--- config.mk ---
export PLATFORM = sky130hd
export DESIGN_NAME = reg_file_param
export DESIGN_NICKNAME = d
export VERILOG_FILES = /design/src/rtl/reg_file_param.sv
export SDC_FILE = /design/constraint.sdc
export NUM_CORES = 1
export LEC_CHECK = 0
export ABC_AREA = 0
export CAP_MARGIN = 25
export CORE_ASPECT_RATIO = 1.1
export CORE_MARGIN = 4
export CORE_UTILIZATION = 50
export DETAILED_ROUTE_END_ITERATION = 6
export PLACE_DENSITY = 0.72
export SLEW_MARGIN = 20
export SYNTH_ARGS = -nofsm -noshare
export SYNTH_HDL_FRONTEND = slang
export SYNTH_SLANG_ARGS = --single-unit
--- constraint.sdc ---
create_clock -name clk -period 2.5 [get_ports clk]
set_input_delay 0.375 -clock clk [delete_from_list [all_inputs] [get_ports clk]]
set_output_delay 0.375 -clock clk [all_outputs]
set_load 0.02 [all_outputs]
--- src/rtl/reg_file_param.sv ---
// Parameterised register file: one write port, two combinational read ports,
// optional same-cycle write bypass, optional hard-zero entry 0, sequential clear engine.
//
// state | meaning
// IDLE  | normal operation, writes accepted, waiting for clr_req
// CLEAR | zeroing entry[idx] each cycle, writes dropped
// DONE  | single-cycle completion pulse, writes dropped
module reg_file_param #(
    parameter int DW      = 8,
    parameter int AW      = 3,
    parameter bit ZERO_R0 = 1'b0,
    parameter bit BYPASS  = 1'b1
) (
    input  logic          clk,
    input  logic          rst,
    input  logic          we,
    input  logic [AW-1:0] waddr,
    input  logic [DW-1:0] wdata,
    input  logic [AW-1:0] raddr_a,
    input  logic [AW-1:0] raddr_b,
    output logic [DW-1:0] rdata_a,
    output logic [DW-1:0] rdata_b,
    input  logic          clr_req,
    output logic          busy,
    output logic          clr_done,
    output logic          wr_err
);

    localparam int          DEPTH    = 2 ** AW;
    localparam logic [AW:0] IDX_LAST = (AW + 1)'(DEPTH - 1);

    typedef enum logic [1:0] {
        IDLE  = 2'd0,
        CLEAR = 2'd1,
        DONE  = 2'd2
    } state_t;

    state_t        state, state_nxt;
    logic [AW:0]   idx, idx_nxt;
    logic [DW-1:0] mem [DEPTH];
    logic          wr_acc;

    assign busy     = (state != IDLE);
    assign clr_done = (state == DONE);
    assign wr_acc   = we && !busy && !(ZERO_R0 && (waddr == '0));

    always_ff @(posedge clk or posedge rst) begin
        if (rst) begin
            state <= IDLE;
            idx   <= '0;
        end else begin
            state <= state_nxt;
            idx   <= idx_nxt;
        end
    end

    always_comb begin
        state_nxt = state;
        idx_nxt   = idx;
        case (state)
            IDLE: begin
                if (clr_req) begin
                    state_nxt = CLEAR;
                    idx_nxt   = '0;
                end
            end
            CLEAR: begin
                idx_nxt = idx + (AW + 1)'(1);
                if (idx == IDX_LAST) begin
                    state_nxt = DONE;
                end
            end
            DONE: begin
                state_nxt = IDLE;
            end
            default: begin
                state_nxt = IDLE;
            end
        endcase
    end

    // Dropped writes are flagged on the following cycle only.
    always_ff @(posedge clk or posedge rst) begin
        if (rst) begin
            wr_err <= 1'b0;
        end else begin
            wr_err <= we && busy;
        end
    end

    always_ff @(posedge clk or posedge rst) begin
        if (rst) begin
            for (int i = 0; i < DEPTH; i++) begin
                mem[i] <= '0;
            end
        end else if (state == CLEAR) begin
            mem[idx[AW-1:0]] <= '0;
        end else if (wr_acc) begin
            mem[waddr] <= wdata;
        end
    end

    // Hard-zero entry 0 overrides bypass so it can never read non-zero.
    always_comb begin
        rdata_a = mem[raddr_a];
        if (BYPASS && wr_acc && (raddr_a == waddr)) begin
            rdata_a = wdata;
        end
        if (ZERO_R0 && (raddr_a == '0)) begin
            rdata_a = '0;
        end
    end

    always_comb begin
        rdata_b = mem[raddr_b];
        if (BYPASS && wr_acc && (raddr_b == waddr)) begin
            rdata_b = wdata;
        end
        if (ZERO_R0 && (raddr_b == '0)) begin
            rdata_b = '0;
        end
    end

endmodule

Word level (Yosys, flattened, before mapping) --
Cells that the tools add are included. Widths: inputs -> output; s select.
Operators by class: magnitude comparators 6, add/subtract/negate cells 1, reductions and logical operators 13, bitwise operators 6, eq/ne operators 7, multiplexer cells 20
Operators with widths (count):
- $mux 64 | 2
- $and 64x64->64 | 1
- $bwmux 64 | 1
- $mux 8 | 8
- $not 64->64 | 1
- $bmux 8 s3 | 2
- $demux 8 s3 | 2
- $ge 4x4->1 const B | 4
- $not 3->4 | 4
- $lt 4x1->1 const B | 2
- $pmux 4 s2 | 1
- $eq 3x3->1 | 2
- $logic_and 1x1->1 | 6
- $reduce_bool 2->1 | 3
- $add 4x1->4 const B | 1
- $eq 4x3->1 const B | 1
- $mux 2 | 2
- $mux 4 | 1
- $ne 2x2->1 const B | 2
- $pmux 2 s2 | 1
- $reduce_and 2->1 | 2
- $eq 2x1->1 const B | 1
- $eq 2x2->1 const B | 1
- $logic_not 2->1 | 1
- $logic_not 1->1 | 1
Storage, ports and cells: output and inout port bits 19, input bits 21, flip-flop bits (word level) 71, word-level logic and storage cells 64

Logic depth before layout (Yosys ltp) --
Gate-level depths: netlist of the first run.
depth in word-level cells 8, gate-level depth with buffers 5, gate-level depth less buffers 4

Worst setup path before layout of the first run --
Ideal clock, no wire load.
path kind input-to-output, start point input raddr_a[0], end point output rdata_a[0], cell stages on the path 5, arrival time 1665 ps, required time 2125 ps, buffers on the path 2, setup slack 460 ps, cells stage by stage buf_6 buf_12 mux4_2 mux2_2 mux2_4
On the way: word-level cells in the longest chain between the ends 5, elaborated cells on any way between the ends 7, those cells by class eq/ne: 1; mux: 4; bitwise: 1; reduce/logical: 1
RTL lines:
- start: declaration | line 19 | input logic [AW-1:0] raddr_a,
- $not 3->4 (not written as such) | line 105 | rdata_a = mem[raddr_a];
- $bmux 8 s3 | line 105
- $mux 8 (not written as such) (2 in series) | line 105
- $mux 8 (*) | line 106 | if (BYPASS && wr_acc && (raddr_a == waddr)) begin
- end: declaration | line 21 | output logic [DW-1:0] rdata_a,
Mark *: on every way between the ends. The rest lies on a longest branch, timed or not. The select of a mux whose other input is x is not followed.

Final worst setup path of the first run --
start point input raddr_a[0], end point output rdata_a[5]
The elaborated chain is that of the path after synthesis.

==> results.md, run 1 <==
* Mean area per synthesized cell at roughly 15 um2
* Detail Route Antenna Nets at 0
* First-pass GRT wire length at approximately 19000 um
* Synth cell types at 35
* Routability cong. at around 0.84
* NetSw at approximately 1700 uW
* Metal-1 WL at just under 5000 um
* Crit path time final at approximately 2.5 ns
* Syn Inst Count at roughly 290
* Antenna violations before repair at 0
* IO Pins at 40
* Tightest Pin Transition at 1.15 ns
* Startpoint Class: primary input
* Die X at about 95 um
* Wire length on met3 at 1040 um
* Finished Cell Area at a little over 5000 um2
* Worst-skew pair later-pin latency at 0.35 ns
* Internal power at around 3200 uW
* Vias post-DR at roughly 3100
* Row cnt at 34
* Critical path type: primary input to primary output
* Vias in the first global route at around 3200
* Fraction of layout cells with a size suffix above 1 at 0.388
* Ant diodes at 0
* Main synth FF type: dfrtp_1
* Top layer in use: met4
* R2r startpoint: state[0]$_DFFE_PP0P_
* Die Area at between 9000 and 10000 um2
* CP Data Required Time at roughly 2.1 ns
* Sw frac at 0.344
* Final-report hold violation count at 0
* Hold WC Path Type: primary input to async pin
* CP startpoint: raddr_a[0]
* Post-synthesis mux area share at 0.294
* Largest net degree at the start of global routing at 52
* Top post-synthesis cells by count: dfrtp_1 (71), a22o_1 (66), mux2_2 (18)
* Max Clock Skew at about 0.011 ns
* Pleak at between 0.002 and 0.0025 uW
* Clock Pin Slew Worst Setup and Hold Paths at around 0.08 ns
* YS warnings at 0
* Initial Utilization at 0.520
* Worst ir drop on vdd at 0.559 mV
* PortBufs at 39
* Reg power frac at 0.374
* Adder-Cell Fraction of Synth Area at 0.00301
* Core area at around 8000 um2
* Die height at 104 um
* Post-synthesis simple-gate area fraction at 0.0554
* Max_cap viols at 0
* GRT Residual Overflow at 0
* Endpoints failing setup at 0
* Area leader, netlist: dfrtp_1
* Routed Wire Length at about 12000 um
* Pre-antenna DRT Iters at 7
* GRT Total Usage at 0.262
* Outcome: finished clean
* Pwr/cell area at between 900 and 1000 nW/um2
* Syn_nets at approximately 310
* Fmax at 401 MHz
* Combinational family with the most area after synthesis: multiplexers
* Clock Power Share at 0.234
* Nets@finish at roughly 380
* CP max FO at 8
* CTS Hold Bufs at 0
* R2R Setup Slk at approximately 0.43 ns
* Yosys top cell area share at 0.427
* DR DRC count at 0
* Synth Area in XOR/XNOR at 0.0126
* Crit share post-route at 0.998
* Number of vias per cell at between 6 and 7
* CTS Buf Count at 9
* Synthesized area at 4160 um2
* Crit. End Element: primary output
* Unrepaired setup endpoints after global routing: true
* Finished Core Util at 0.650
* Worst hold slack at ~0.35 ns
* Area Growth Syn to Fin at 25.0%
* Number of synthesized flops with an enable pin at 0
* Post-synth ARST share at 1.00
* Compound-Gate Fraction of Synth Area at 0.161
* Clock Path Buffers at 2
* Register area share after synthesis at 0.427
* Main area contributors after synthesis: dfrtp_1 (43%), a22o_1 (14%), mux4_1 (10%)
* CTS tree: built
* WL met2 at between 6000 and 7000 um
* Routed len/inst at approximately 27 um
* Final Slew Violations at 0
* Post-DP HPWL at slightly below 8000 um
* Iteration-0 DRC Markers at 344
* Htree depth at 3
* Placed cell areas at 4840 um2
* Reg2Reg Depth at 4
* Combinational cell fraction of total power at 0.392
* Slew HR at 0.235
* Most common cell in the netlist: dfrtp_1
* CTS root buffer: clkbuf_8
* Reg2Reg Capture Point: mem[47]$_DFFE_PP0P_
* Synthesized flop and latch total at 71
* CTS Sinks at 71
* Crit path to: rdata_a[5]
* CP arrival at between 2 and 2.5 ns
==> sequential cells by signal (all words and copies together), names as in the netlist <==
register / count
idx: 4
mem: 64
state: 2
wr_err: 1
==> repair_timing <==
item | 4_1_cts | 5_1_grt
setup buffers | 2 | 0
gates resized for setup | 74 | 4
pin swaps | 0 | 1
gates cloned | 4 | 0
setup endpoints to repair | 16 | 9
==> power by group through the flow <==
stage,Clock [uW],Combinational [uW],Sequential (uW)
after floorplan,0,1310,1700
after global placement,0,1870,1790
after detailed placement,0,1890,1820
after CTS,1140,1890,1800
after global routing,1190,2020,1870
final,1140,1910,1820
==> layout make-up <==
type / instances / area, um2
clock inverters: 7 / 120
fillers: 589 / 2800
clock buffers: 9 / 124
multi-input cells: 186 / 2180
inverters: 2 / 7.51
flip-flops and latches: 71 / 1780
repair buffers: 83 / 858
well taps: 108 / 135
==> logic make-up (layout without fill, tap and decap cells) <==
logic type | after synthesis | in the layout
AOI/OAI and AO/OA | 78 | 78
xor gates and xnor gates | 6 | 6
adders and majority gates | 1 | 1
buffers and inverters | 29 | 101
DFF | 71 | 71
muxes | 66 | 66
and+or+nand+nor | 35 | 35
==> metrics by stage <==
stage | total power, uW | TNS (ns) | std cells | setup slack, ns
6_report | 4870 | 0 | 466 | 0.00589
5_1_grt | 5080 | -0.0381 | 466 | -0.0203
4_1_cts | 4840 | 0 | 466 | 0.00772
3_5_place_dp | 3710 | -9.42 | 444 | -0.640
3_3_place_gp | 3660 | -9.34 | 444 | -0.610
2_1_floorplan | 3020 | 0 | 286 | 0.328
==> worst max-delay path, cell delays in order <==
cell and delay (ns):
clkdlybuf4s15_2 0.24, bufbuf_16 0.30, mux4_2 0.50, mux2_2 0.27, mux2_4 0.27, buf_2 0.16
==> layout by cell type, fill, tap and decap left out, types with 3 or more instances in the layout <==
master	n
mux4_2	20
mux2_4	16
a22oi_1	6
dfrtp_1	71
bufinv_16	3
buf_12	6
clkdlybuf4s50_1	19
a22o_1	66
bufbuf_16	3
clkbuf_8	9
nor2_1	9
mux4_1	12
buf_4	33
xnor2_1	6
and3b_1	3
mux2_2	18
buf_2	8
nor3b_1	3
and2_1	5
clkdlybuf4s15_2	9
==> routing by layer <==
layer,GRT usage,up-vias
met1,0.350,1604
met3,0.0580,37
met2,0.415,176
met5,0,-
li1,-,1298
met4,0.100,0
==> worst min path at each step <==
stage | cells past startpoint | startpoint | end | slack, ns
2_1_floorplan | 1 | mem[47]$_DFFE_PP0P_ | mem[47]$_DFFE_PP0P_ | 0.47
3_3_place_gp | 1 | mem[38]$_DFFE_PP0P_ | mem[38]$_DFFE_PP0P_ | 0.49
3_5_place_dp | 1 | mem[63]$_DFFE_PP0P_ | mem[63]$_DFFE_PP0P_ | 0.50
4_1_cts | 2 | rst | idx[3]$_DFFE_PP0P_ | 0.37
5_1_grt | 2 | rst | idx[3]$_DFFE_PP0P_ | 0.39
6_report | 2 | rst | mem[7]$_DFFE_PP0P_ | 0.35
Power figures use the tool's default switching activity.
==> inputs of run 2 (changes only) <==
GPL_ROUTABILITY_DRIVEN = 0   (was default)
==> results of run 2 <==
No change in the layout: final DEF, timing and power equal those of run 1.
